==> src/rtl/bus_pkg.sv <==
// Shared types and constants for the CPU/DMA bus arbiter and its address decoder.
package bus_pkg;

  localparam int ADDR_W = 32;
  localparam int DATA_W = 32;
  localparam int WE_W   = 4;

  localparam logic [3:0] BOOT_NIBBLE   = 4'h0;
  localparam logic [3:0] RAM_NIBBLE    = 4'h4;
  localparam logic [3:0] PERIPH_NIBBLE = 4'hE;

  typedef enum logic [1:0] {
    BOOT   = 2'd0,
    RAM    = 2'd1,
    PERIPH = 2'd2,
    NONE   = 2'd3
  } region_e;

  typedef enum logic [1:0] {
    CPU = 2'd0,
    DMA = 2'd1,
    RET = 2'd2
  } state_e;

  // Active-low chip-select bank for one target: all four banks on when it is the decoded region.
  function automatic logic [3:0] cs_n_for(input region_e region, input region_e target);
    return (region == target) ? 4'h0 : 4'hF;
  endfunction

endpackage

==> src/rtl/bus_region_decode.sv <==
// Combinational map from the top address nibble to the target region.
module bus_region_decode
  import bus_pkg::*;
(
  input  logic [3:0] nibble,
  output logic [1:0] region
);

  always_comb begin
    region = NONE;
    case (nibble)
      BOOT_NIBBLE:   region = BOOT;
      RAM_NIBBLE:    region = RAM;
      PERIPH_NIBBLE: region = PERIPH;
      default:       region = NONE;
    endcase
  end

endmodule

==> src/rtl/bus_arbiter.sv <==
// Shares one memory bus between a CPU and a burst-limited DMA master, with
// region decode, write masking and one-cycle-late read-data return.
module bus_arbiter
  import bus_pkg::*;
#(
  parameter int DMA_BURST_MAX = 16
) (
  input  logic              clk_i,
  input  logic              rst_i,
  input  logic [ADDR_W-1:0] cpu_addr_i,
  input  logic [DATA_W-1:0] cpu_data_i,
  input  logic [WE_W-1:0]   cpu_we_i,
  output logic              cpu_stall_o,
  output logic [DATA_W-1:0] cpu_data_o,
  input  logic              dma_req_i,
  input  logic [ADDR_W-1:0] dma_addr_i,
  input  logic [DATA_W-1:0] dma_data_i,
  input  logic [WE_W-1:0]   dma_we_i,
  output logic              dma_gnt_o,
  output logic              dma_valid_o,
  output logic [DATA_W-1:0] dma_data_o,
  output logic [ADDR_W-1:0] mem_addr_o,
  output logic [DATA_W-1:0] mem_data_o,
  output logic [WE_W-1:0]   mem_we_o,
  output logic [3:0]        boot_cs_n_o,
  output logic [3:0]        ram_cs_n_o,
  output logic              periph_sel_o,
  input  logic [DATA_W-1:0] boot_data_i,
  input  logic [DATA_W-1:0] ram_data_i,
  input  logic [DATA_W-1:0] periph_data_i
);

  localparam int CNT_W = $clog2(DMA_BURST_MAX + 1);

  state_e           state;
  logic [CNT_W-1:0] burst_cnt;
  logic             burst_last;
  logic             dma_own;
  logic [WE_W-1:0]  own_we;
  logic [1:0]       region_raw;
  region_e          region;
  logic             we_allowed;

  region_e          region_p1;
  logic             cpu_own_p1;
  logic             vld_p1;
  logic [DATA_W-1:0] rd_data_p1;
  logic [DATA_W-1:0] cpu_data_hold;

  // Stage 0: owner mux and address decode, all combinational off the current owner.
  assign dma_own    = (state == DMA);
  assign mem_addr_o = dma_own ? dma_addr_i : cpu_addr_i;
  assign mem_data_o = dma_own ? dma_data_i : cpu_data_i;
  assign own_we     = dma_own ? dma_we_i   : cpu_we_i;

  bus_region_decode u_decode (
    .nibble (mem_addr_o[ADDR_W-1:ADDR_W-4]),
    .region (region_raw)
  );

  assign region       = region_e'(region_raw);
  assign boot_cs_n_o  = cs_n_for(region, BOOT);
  assign ram_cs_n_o   = cs_n_for(region, RAM);
  assign periph_sel_o = (region == PERIPH);

  // Boot memory is read-only and unmapped space must never see a write strobe.
  assign we_allowed = (region == RAM) || (region == PERIPH);
  assign mem_we_o   = we_allowed ? own_we : '0;

  assign burst_last = (burst_cnt == CNT_W'(DMA_BURST_MAX - 1));

  // RET is a mandatory single CPU-address cycle that also drains the last DMA read.
  always_ff @(posedge clk_i) begin
    if (rst_i) begin
      state       <= CPU;
      burst_cnt   <= '0;
      dma_gnt_o   <= 1'b0;
      cpu_stall_o <= 1'b0;
    end else begin
      case (state)
        CPU: begin
          if (dma_req_i) begin
            state       <= DMA;
            burst_cnt   <= '0;
            dma_gnt_o   <= 1'b1;
            cpu_stall_o <= 1'b1;
          end
        end
        DMA: begin
          burst_cnt <= burst_cnt + CNT_W'(1);
          if (!dma_req_i || burst_last) begin
            state       <= RET;
            dma_gnt_o   <= 1'b0;
            cpu_stall_o <= 1'b1;
          end
        end
        RET: begin
          state       <= CPU;
          dma_gnt_o   <= 1'b0;
          cpu_stall_o <= 1'b0;
        end
        default: begin
          state       <= CPU;
          dma_gnt_o   <= 1'b0;
          cpu_stall_o <= 1'b0;
        end
      endcase
    end
  end

  // Stage 1: targets answer one cycle after select, so owner/region are carried forward.
  always_ff @(posedge clk_i) begin
    if (rst_i) begin
      region_p1  <= NONE;
      cpu_own_p1 <= 1'b1;
      vld_p1     <= 1'b0;
    end else begin
      region_p1  <= region;
      cpu_own_p1 <= !dma_own;
      vld_p1     <= dma_own && (dma_we_i == '0);
    end
  end

  always_comb begin
    rd_data_p1 = '0;
    case (region_p1)
      BOOT:    rd_data_p1 = boot_data_i;
      RAM:     rd_data_p1 = ram_data_i;
      PERIPH:  rd_data_p1 = periph_data_i;
      default: rd_data_p1 = '0;
    endcase
  end

  assign dma_data_o  = rd_data_p1;
  assign dma_valid_o = vld_p1;

  // The CPU's read bus keeps its last value across DMA-owned return cycles.
  assign cpu_data_o = cpu_own_p1 ? rd_data_p1 : cpu_data_hold;

  always_ff @(posedge clk_i) begin
    if (rst_i) cpu_data_hold <= '0;
    else       cpu_data_hold <= cpu_data_o;
  end

endmodule

==> config.mk <==
export PLATFORM = sky130hd
export DESIGN_NAME = bus_arbiter
export DESIGN_NICKNAME = d
export VERILOG_FILES = /design/src/rtl/bus_pkg.sv /design/src/rtl/bus_region_decode.sv /design/src/rtl/bus_arbiter.sv
export SDC_FILE = /design/constraint.sdc
export NUM_CORES = 1
export LEC_CHECK = 0
export ABC_AREA = 1
export BUFFER_PORTS_ARGS = -buffer_cell sky130_fd_sc_hd__buf_2
export CORE_AREA = 2 2 148 150
export DETAILED_ROUTE_END_ITERATION = 6
export DIE_AREA = 0 0 150 152
export HOLD_SLACK_MARGIN = 0.1
export PLACE_DENSITY_LB_ADDON = 0.12
export REMOVE_ABC_BUFFERS = 1
export SKIP_LAST_GASP = 1
export SYNTH_ARGS = -nofsm -noshare
export SYNTH_HDL_FRONTEND = slang
export SYNTH_SLANG_ARGS = --single-unit
==> constraint.sdc <==
create_clock -name clk_i -period 2.9 [get_ports clk_i]
set_input_delay 0.435 -clock clk_i [delete_from_list [all_inputs] [get_ports clk_i]]
set_output_delay 0.435 -clock clk_i [all_outputs]
set_load 0.005 [all_outputs]
Yosys cells after proc, flatten, opt, wreduce, memory -nomap -nowiden:

Index checks and enable logic that the tools add are counted.

* $add $sub $neg: 1
* multipliers: 0
* div/mod/pow operators: 0
* $lt $le $gt $ge: 0
* equal/unequal tests: 10
* shifts and indexed selects: 0
* multiplexer cells: 19
* bitwise operators: 0
* reduce and logical (&&, ||, !) cells: 13

Operators by type and width (count)
* two-way mux 32 bit: 3
* case mux 32 bit (3 select lines): 1
* two-way mux 4 bit: 4
* case mux 5 bit (2 select lines): 1
* logical NOT 4 bit: 2
* == test 2 x 1 -> 1 bit (second input constant): 3
* logical NOT 2 bit: 3
* case mux 2 bit (3 select lines): 1
* adder 5 x 1 -> 5 bit (second input constant): 1
* == test 5 x 4 -> 1 bit (second input constant): 1
* two-way mux 5 bit: 1
* == test 2 bit (second input constant): 2
* == test 4 x 3 -> 1 bit (second input constant): 1
* == test 4 bit (second input constant): 1
* two-way mux 2 bit: 2
* case mux 1 bit (2 select lines): 2
* case mux 2 bit (2 select lines): 1
* AND reduction 2 bit: 2
* two-way mux 1 bit: 3
* logical NOT 1 bit: 2
* logical OR 1 bit: 2
* != test 2 x 1 -> 1 bit (second input constant): 1
* != test 2 bit (second input constant): 1
* nonzero test 2 bit: 1
* logical AND 1 bit: 1

* register bits: 45
* latch bits: 0
* RAM bits: 0
* ROM bits: 0
* output and inout port bits: 144
* logic and storage cells: 51
* memories: 0

Longest topological paths before layout:

Gate-level depths: netlist of run 1.

* word-level depth: 7
* mapped depth: 10
* depth with buffers taken out: 9

By module:

Synthesis of run 1 repeated with hierarchy kept, for this count alone.

* cells, all modules: 648
* area, all modules: 3666.0 µm²

By module, submodules not included
* bus_arbiter: instances 1, cells an instance 640, area each 3633.5 µm²
* bus_region_decode: instances 1, cells an instance 8, area each 32.5 µm²

Least setup slack after synthesis of run 1:

No wires, ideal clock.

* path kind: flip-flop to output port
* from: reg dma_gnt_o (netlist name)
* to: out boot_cs_n_o[1]
* arrival time: 1.572 ns
* data required time: 2.465 ns
* path slack: 0.893 ns
* cell stages (with the launch flop): 10
* buffers on the path: 1
* cell sequence: dfxtp_1 -> nand2_2 -> nand2_1 -> nand2_1 -> nor2_1 -> nand3_1 -> ha_1 -> nand2_1 -> nand3_1 -> buf_4

RTL lines
* end: declaration: line bus_arbiter.sv:25 `output logic [3:0] boot_cs_n_o,`

==> impl_metrics.py, run 1 <==
metrics = {
    "status": {
        "outcome": "completed",
    },
    "cts": {
        "cts_tree": "done",
        "cts_setup_buffers": 0,
        "post_cts_resized": 0,
        "clockBufferDepth": 2,
        "cts_hold_buf": 0,
        "cts_buffers": 5,
        "clk_latency_ns": 0.28,
        "clk_pin_slew_ns": 0.06,
        "clkSinkCount": 44,
        "htree_levels": 2,
        "cts_root_buf": "clkbuf_16",
    },
    "power": {
        "irDropWorstVdd_uv": 185,
        "powerDensity_nw_per_um2": 374,
        "p_leak_nw": 3.61,
        "finalPower_mw": 2.13,
    },
    "synth": {
        "synth.avg_cell_area_um2": 5.53,
        "synth.yosys.seq_area_share": 0.261,
        "synth_seq_cells": 44,
        "yosysUniqueCellTypes": 23,
        "synth_area_um2": 3370,
        "yosysWarnings": 0,
        "netlist_instances": 609,
    },
    "detailed_routing": {
        "dr.pass1.iters": 4,
        "wl_per_cell_um": 13.9,
        "drt-met1-wl_um": 6180,
        "drtIter0Drc": 168,
        "drc_errors": 0,
        "route.met3.wl_um": 1790,
        "vias": 4947,
        "routed_via_density": 3.96,
        "highest_layer": "met5",
        "drt_wl_total_um": 17400,
        "postRouteAntennaNets": 0,
        "wl_met2_um": 9000,
    },
    "timing": {
        "slew_violations": 0,
        "setup_viol": 0,
        "finalCritPeriodShare": 0.894,
        "rsz0062_at_grt": "no",
        "max_slew_margin": 0.509,
        "hold_viol_final": 0,
        "min_period_ns": 2.59,
        "fmax_mhz": 386,
        "skew_ns": 0.00358,
        "worst_pin_slew_ns": 0.736,
        "holdWs_ns": 0.321,
        "setup_tns_ns": 0,
    },
    "worst_hold_path": {
        "min_path_type": "input pin to register",
        "holdPathStages": 2,
        "min_from": "dma_we_i[2]",
        "hold-path-endpoint": "dma_valid_o",
    },
    "place": {
        "io_buffers": 378,
        "dp_hpwl_um": 14800,
        "gp_routability_congestion": 0.808,
    },
    "grt": {
        "grt_pass1_vias": 4651,
        "antenna_found_initial": 2,
        "grt_max_degree": 45,
        "track_usage": 0.143,
        "grt_pass1_wl_um": 25300,
        "grt_overflow": 0,
    },
    "cells_and_area": {
        "num_antenna_cells": 0,
        "synthToLayoutAreaGrowth_pct": 69.0,
        "drive_gt1_frac": 0.438,
        "layout_commonest_cell": "buf_2",
        "layout_common_cells": "buf_2 (378), nand2_1 (357), dfxtp_1 (43)",
        "nets": 1207,
    },
    "floorplan": {
        "die_w_um": 150,
        "die_y_um": 152,
        "dieArea_um2": 22800,
        "io_pins": 379,
        "initial_utilization": 0.158,
        "core_area_um2": 21400,
        "rows": 54,
    },
    "setup_path": {
        "cp_max_fo": 8,
        "critPathArrivalTime_ns": 2.16,
        "r2r_setup_slack_ns": 1.04,
        "r2r_start": "dma_gnt_o",
        "critPathRequiredTime_ns": 2.47,
        "reg2reg_to": "cpu_stall_o",
        "criticalPathCategory": "register to output port",
        "end_kind": "output port",
        "rr_worst_depth": 7,
        "startpoint_type": "register",
    },
    "flow_run": {
        "cap_violations": 0,
    },
}
==> final cells by class <==
cell class	instances	area (µm²)
fill	2535	15700
multi-input combinational	495	2170
inverter	30	113
tap	280	350
timing repair buffer	391	2010
clock inverter	2	35.0
clock buffer	6	129
sequential	44	882
==> synth_stat cells <==
master,n,area [µm²]
a211oi_1,2,15.0
nor4_1,1,6.26
o21ai_0,5,25.0
o21ai_1,12,60.1
inv_2,3,11.3
nand3_2,17,170
a21oi_1,28,140
buf_4,11,82.6
nand3_1,25,125
buf_2,14,70.1
buf_1,3,11.3
nand2_2,2,12.5
nand2_1,357,1340
clkbuf_1,12,45.0
dfxtp_1,44,881
a22oi_1,1,7.51
nand4_1,13,81.3
nor2_1,22,82.6
nor3_1,2,10.0
nor2_4,2,22.5
nor2_2,1,6.26
ha_1,5,62.6
inv_1,27,101
==> power breakdown <==
part | total [mW] | leakage (nW) | switching, mW | internal, mW
sequential | 0.656 | 0.358 | 0.0162 | 0.640
combinational | 0.824 | 3.17 | 0.449 | 0.375
clock | 0.648 | 0.0808 | 0.242 | 0.406
total | 2.13 | 3.61 | 0.708 | 1.42
==> critical path, cell delays in order (launching register included) <==
cell and delay (ns):
dfxtp_1 0.47, nand2_2 0.15, nand2_1 0.09, nand2_1 0.08, nor2_1 0.14, nand3_1 0.17, inv_1 0.09, ha_1 0.28
a211oi_1 0.24, buf_2 0.16
==> cells by family after synthesis <==
group / synth area share
AO/OA/AOI/OAI: 0.0735
adder cells (fa/ha/maj): 0.0186
buffers and inverters: 0.0954
flip-flops: 0.261
AND/OR/NAND/NOR: 0.551
==> worst max-delay path by stage <==
stage	startpoint	end	slack, ns	cells after the start
after floorplan	dma_gnt_o	mem_we_o[0]	0.35	8
after global placement	dma_gnt_o	mem_we_o[1]	0.63	9
after detailed placement	dma_gnt_o	mem_we_o[1]	0.58	9
after CTS	dma_gnt_o	mem_we_o[1]	0.26	9
after global routing	dma_gnt_o	mem_we_o[1]	0.06	9
final	dma_gnt_o	mem_we_o[1]	0.31	9
==> per-layer routing <==
metal | track usage | up-vias
li1 | - | 2611
met1 | 0.141 | 2070
met2 | 0.277 | 243
met3 | 0.0474 | 19
met4 | 0.0404 | 4
met5 | 0 | -
==> stage by stage <==
stage	util	cell area [µm²]	instances	setup WS (ns)
global route	0.267	5700	1248	0.0622
CTS	0.267	5700	1248	0.256
finish	0.267	5700	1248	0.307
global placement	0.259	5530	1240	0.629
floorplan	-	3160	569	0.349
detailed placement	0.259	5530	1240	0.576
==> sequential cells by signal, indices dropped and copies added (netlist names) <==
signal and cells:
cpu_stall_o 1, state 1, burst_cnt 5, dma_valid_o 1
region_p1 2, cpu_data_hold 32, cpu_own_p1 1, dma_gnt_o 1
Power figures use the tool's default switching activity.
==> inputs of run 2 (changes only) <==
CORE_AREA = 4 4 145 147   (was 2 2 148 150)
DIE_AREA = 0 0 149 151   (was 0 0 150 152)
clock period = 2.6 ns   (was 2.9 ns; I/O delays follow)
==> impl_metrics.py, run 2 (same netlist as run 1, synthesis figures left out) <==
metrics = {
    "floorplan": {
        "rows": 52,
        "core_area_um2": 19900,
        "die_y_um": 151,
        "die_w_um": 149,
        "initial_utilization": 0.169,
        "dieArea_um2": 22500,
        "io_pins": 379,
    },
    "power": {
        "pwr-share-seq": 0.310,
        "irDropWorstVdd_uv": 225,
        "sw_frac_of_total": 0.332,
        "powerDensity_nw_per_um2": 418,
        "internal_power_mw": 1.58,
        "p_leak_nw": 3.59,
        "p_sw_mw": 0.785,
        "power_frac_clock": 0.304,
        "p_comb_frac": 0.387,
    },
    "cells_and_area": {
        "num_antenna_cells": 0,
        "drive_gt1_frac": 0.440,
        "synthToLayoutAreaGrowth_pct": 67.8,
        "regMostFlops": "cpu_data_hold",
        "final.fill_count": 2320,
        "top_regs": "cpu_data_hold x32, burst_cnt x5, region_p1 x2",
        "stdcell_area_um2": 5650,
        "layout_common_cells": "buf_2 (378), nand2_1 (357), dfxtp_1 (42)",
        "layout_commonest_cell": "buf_2",
        "nets": 1203,
        "largest_register_ffs": 32,
    },
    "timing": {
        "setup_viol": 0,
        "skew_ns": 0.00377,
        "setup_tns_ns": 0,
        "rsz0062_at_grt": "no",
        "worst_pin_slew_ns": 0.691,
        "fmax_mhz": 416,
        "max_slew_margin": 0.539,
        "min_period_ns": 2.41,
        "hold_viol_final": 0,
        "slew_violations": 0,
        "finalCritPeriodShare": 0.925,
    },
    "grt": {
        "grt_max_degree": 67,
        "grt_overflow": 0,
        "antenna_found_initial": 0,
        "grt_pass1_vias": 4654,
        "track_usage": 0.144,
        "grt_pass1_wl_um": 25500,
    },
    "setup_path": {
        "end_kind": "output port",
        "critPathArrivalTime_ns": 2.02,
        "critPathRequiredTime_ns": 2.21,
        "startpoint_type": "register",
        "criticalPathCategory": "register to output port",
        "cp_max_fo": 6,
    },
    "place": {
        "gp_routability_congestion": 0.806,
        "io_buffers": 378,
        "dp_hpwl_um": 14600,
        "place_area_um2": 5460,
    },
    "cts": {
        "clkSinkCount": 44,
        "cts_root_buf": "clkbuf_16",
        "clockBufferDepth": 2,
        "cts_hold_buf": 0,
        "clk_pin_slew_ns": 0.06,
        "cts_tree": "done",
        "cts_buffers": 5,
        "htree_levels": 2,
        "clk_latency_ns": 0.28,
    },
    "detailed_routing": {
        "wl_per_cell_um": 14.2,
        "drc_errors": 0,
        "dr.pass1.iters": 4,
        "postRouteAntennaNets": 0,
        "drtIter0Drc": 121,
        "vias": 4892,
        "drt_wl_total_um": 17600,
        "routed_via_density": 3.96,
    },
    "flow_run": {
        "cap_violations": 0,
    },
    "status": {
        "outcome": "completed",
    },
    "worst_hold_path": {
        "min_path_type": "input pin to register",
    },
}
==> run 2: through the flow <==
stage / cells / util / hold WS, ns / power, mW / setup WS [ns]
final: 1234 / 0.284 / 0.278 / 2.36 / 0.194
after global routing: 1234 / 0.284 / 0.273 / 2.56 / 0.0433
after CTS: 1233 / 0.283 / 0.264 / 2.43 / 0.0294
after detailed placement: 1225 / 0.274 / 0.451 / 1.68 / 0.338
after global placement: 1225 / 0.274 / 0.445 / 1.69 / 0.436
after floorplan: 569 / - / 0.421 / 1.12 / 0.0942
==> run 2: worst paths after layout <==
kind | from | end | slack, ns | cells after the start
min | dma_we_i[3] | dma_valid_o | 0.28 | 2
max reg2reg | state[1] | region_p1[1] | 1.06 | 9
min reg2reg | burst_cnt[3] | burst_cnt[3] | 0.47 | 2
max | state[1] | mem_we_o[0] | 0.19 | 9
==> run 2: worst max-delay path, cell delays in order (launching register included) <==
cell	delay [ns]
dfxtp_1	0.38
inv_2	0.09
nand2_2	0.11
nand2_1	0.06
nand2_1	0.13
nand4_1	0.17
buf_4	0.19
ha_4	0.25
a211oi_1	0.20
buf_2	0.15
==> run 2: area by class of cell <==
class / count / area (µm²) / share of cell area
Multi-Input combinational cell: 495 / 2180 / 0.386
Timing Repair Buffer: 387 / 1970 / 0.349
Sequential cell: 44 / 883 / 0.156
Tap cell: 270 / 338 / 0.0597
Clock buffer: 6 / 129 / 0.0228
Inverter: 30 / 113 / 0.0199
Clock inverter: 2 / 35.0 / 0.00620
==> run 2: timing repair <==
action,CTS,global route
resized for setup,0,4
setup buffers,0,1
setup endpoints to repair,0,8
==> run 2: per-layer routing <==
metal	global-route usage	share of wire	vias to the layer above
met4	0.0389	0.022	0
met5	0	0	-
li1	-	-	2602
met3	0.0607	0.12	21
met1	0.141	0.35	2019
met2	0.277	0.51	250
==> run 2: power by group through the flow <==
stage | combinational (mW) | sequential [mW] | clock [mW]
5_1_grt | 1.04 | 0.736 | 0.786
4_1_cts | 0.940 | 0.731 | 0.758
3_5_place_dp | 0.938 | 0.746 | 0
6_report | 0.914 | 0.731 | 0.717
3_3_place_gp | 0.940 | 0.746 | 0
2_1_floorplan | 0.371 | 0.750 | 0
==> inputs of run 3 (changes only) <==
REMOVE_ABC_BUFFERS = not set   (was 1)
==> impl_metrics.py, run 3 (same netlist as run 1, synthesis figures left out) <==
metrics = {
    "cts": {
        "cts_buffers": 5,
        "htree_levels": 2,
        "cts_hold_buf": 0,
        "cts_tree": "done",
        "clk_latency_ns": 0.29,
        "clk_pin_slew_ns": 0.06,
        "clkSinkCount": 44,
        "cts_root_buf": "clkbuf_16",
        "clockBufferDepth": 2,
    },
    "power": {
        "irDropWorstVdd_uv": 232,
        "powerDensity_nw_per_um2": 415,
        "p_comb_frac": 0.386,
        "power_frac_clock": 0.304,
        "internal_power_mw": 1.59,
        "p_leak_nw": 3.61,
        "finalPower_mw": 2.37,
        "sw_frac_of_total": 0.329,
        "p_sw_mw": 0.780,
        "pwr-share-seq": 0.310,
    },
    "cells_and_area": {
        "final.fill_count": 2409,
        "stdcell_area_um2": 5710,
        "num_antenna_cells": 0,
        "layoutNonFillerInstCount": 1235,
        "layout_commonest_cell": "buf_2",
        "layout_common_cells": "buf_2 (378), nand2_1 (357), dfxtp_1 (43)",
        "synthToLayoutAreaGrowth_pct": 69.4,
        "regMostFlops": "cpu_data_hold",
        "drive_gt1_frac": 0.440,
        "nets": 1204,
        "largest_register_ffs": 32,
        "utilization": 0.287,
        "top_regs": "cpu_data_hold x32, burst_cnt x5, region_p1 x2",
    },
    "setup_path": {
        "critPathRequiredTime_ns": 2.21,
        "criticalPathCategory": "register to output port",
        "end_kind": "output port",
        "critPathArrivalTime_ns": 1.99,
        "cp_max_fo": 13,
        "startpoint_type": "register",
    },
    "grt": {
        "grt_max_degree": 58,
        "track_usage": 0.134,
        "grt_pass1_wl_um": 24000,
        "grt_pass1_vias": 4566,
        "grt_overflow": 0,
        "antenna_found_initial": 1,
    },
    "place": {
        "dp.cells": 1226,
        "dp_hpwl_um": 13900,
        "place_area_um2": 5510,
        "dpl_worst_slack_ns": 0.253,
        "io_buffers": 378,
        "gp_routability_congestion": 0.781,
    },
    "floorplan": {
        "die_y_um": 151,
        "initial_utilization": 0.169,
        "rows": 52,
        "io_pins": 379,
        "dieArea_um2": 22500,
        "die_w_um": 149,
        "core_area_um2": 19900,
    },
    "timing": {
        "max_slew_margin": 0.539,
        "skew_ns": 0.00364,
        "slew_violations": 0,
        "worst_pin_slew_ns": 0.685,
        "fin_ws_ns": 0.220,
        "setup_viol": 0,
        "fmax_mhz": 420,
        "hold_viol_final": 0,
        "min_period_ns": 2.38,
        "finalCritPeriodShare": 0.915,
        "rsz0062_at_grt": "yes",
    },
    "detailed_routing": {
        "dr.pass1.iters": 4,
        "route.met3.wl_um": 1480,
        "wl_met2_um": 8800,
        "drtIter0Drc": 125,
        "postRouteAntennaNets": 0,
        "drc_errors": 0,
        "drt_wl_total_um": 16900,
        "highest_layer": "met5",
        "drt-met1-wl_um": 6170,
        "vias": 4885,
        "wl_per_cell_um": 13.7,
        "routed_via_density": 3.96,
    },
    "synth": {
        "synth_nets": 849,
    },
    "status": {
        "outcome": "completed",
    },
    "flow_run": {
        "cap_violations": 0,
    },
    "worst_hold_path": {
        "min_path_type": "input pin to register",
    },
}
run 3: cell types whose count changed in the layout (fill, tap and decap cells not counted):
cell / change
nand2_4: +1
buf_4: -3
nor2_1: -1
dfxtp_2: -1
nor2_2: +1
buf_12: +3
buf_6: +1
dfxtp_1: +1
nand2_2: -1
run 3: final timing paths:
path,slack (ns),cells after the start,end,start
min,0.28,2,dma_valid_o,dma_we_i[3]
min reg2reg,0.47,2,burst_cnt[3],burst_cnt[3]
max,0.22,10,mem_we_o[1],state[1]
max reg2reg,0.93,8,cpu_stall_o,state[1]
run 3: what timing repair did:
action,in CTS,in global routing
endpoints found under the setup margin,2,8
setup buffers,0,1
pin swaps,0,2
gates resized for setup,2,5
run 3: worst max-delay path: stages, from the launching register on:
cell and delay [ns]:
dfxtp_1 0.33, inv_2 0.11, nand2_4 0.12, nand2_1 0.08
nand2_1 0.09, inv_1 0.07, nand4_1 0.12, buf_4 0.18
ha_4 0.25, a211oi_1 0.20, buf_2 0.15
run 3: stage by stage:
| stage | TNS (ns) | hold slack [ns] |
|---|---|---|
| floorplan | 0 | 0.424 |
| global placement | 0 | 0.442 |
| detailed placement | 0 | 0.449 |
| CTS | 0 | 0.268 |
| global route | -0.0430 | 0.281 |
| finish | 0 | 0.279 |
run 3: power groups by stage:
stage / Sequential [mW] / Combinational, mW / Clock [mW]
after global placement: 0.750 / 0.937 / 0
after CTS: 0.736 / 0.939 / 0.759
after global routing: 0.740 / 1.04 / 0.777
final: 0.735 / 0.915 / 0.720
after floorplan: 0.744 / 0.424 / 0
after detailed placement: 0.751 / 0.934 / 0
run 3: area by class of cell:
class	instances	area [µm²]	share of cell area
flip-flops and latches	44	882	0.155
repair buffers	388	2020	0.354
multi-input cells	495	2190	0.384
well taps	270	338	0.0592
clock buffers	6	129	0.0226
inverters	30	113	0.0197
clock inverters	2	35.0	0.00614
run 3: layer usage:
layer  track usage  vias up
li1              -     2605
met5             0        -
met2         0.257      224
met1         0.142     2030
met3        0.0398       24
met4        0.0403        2
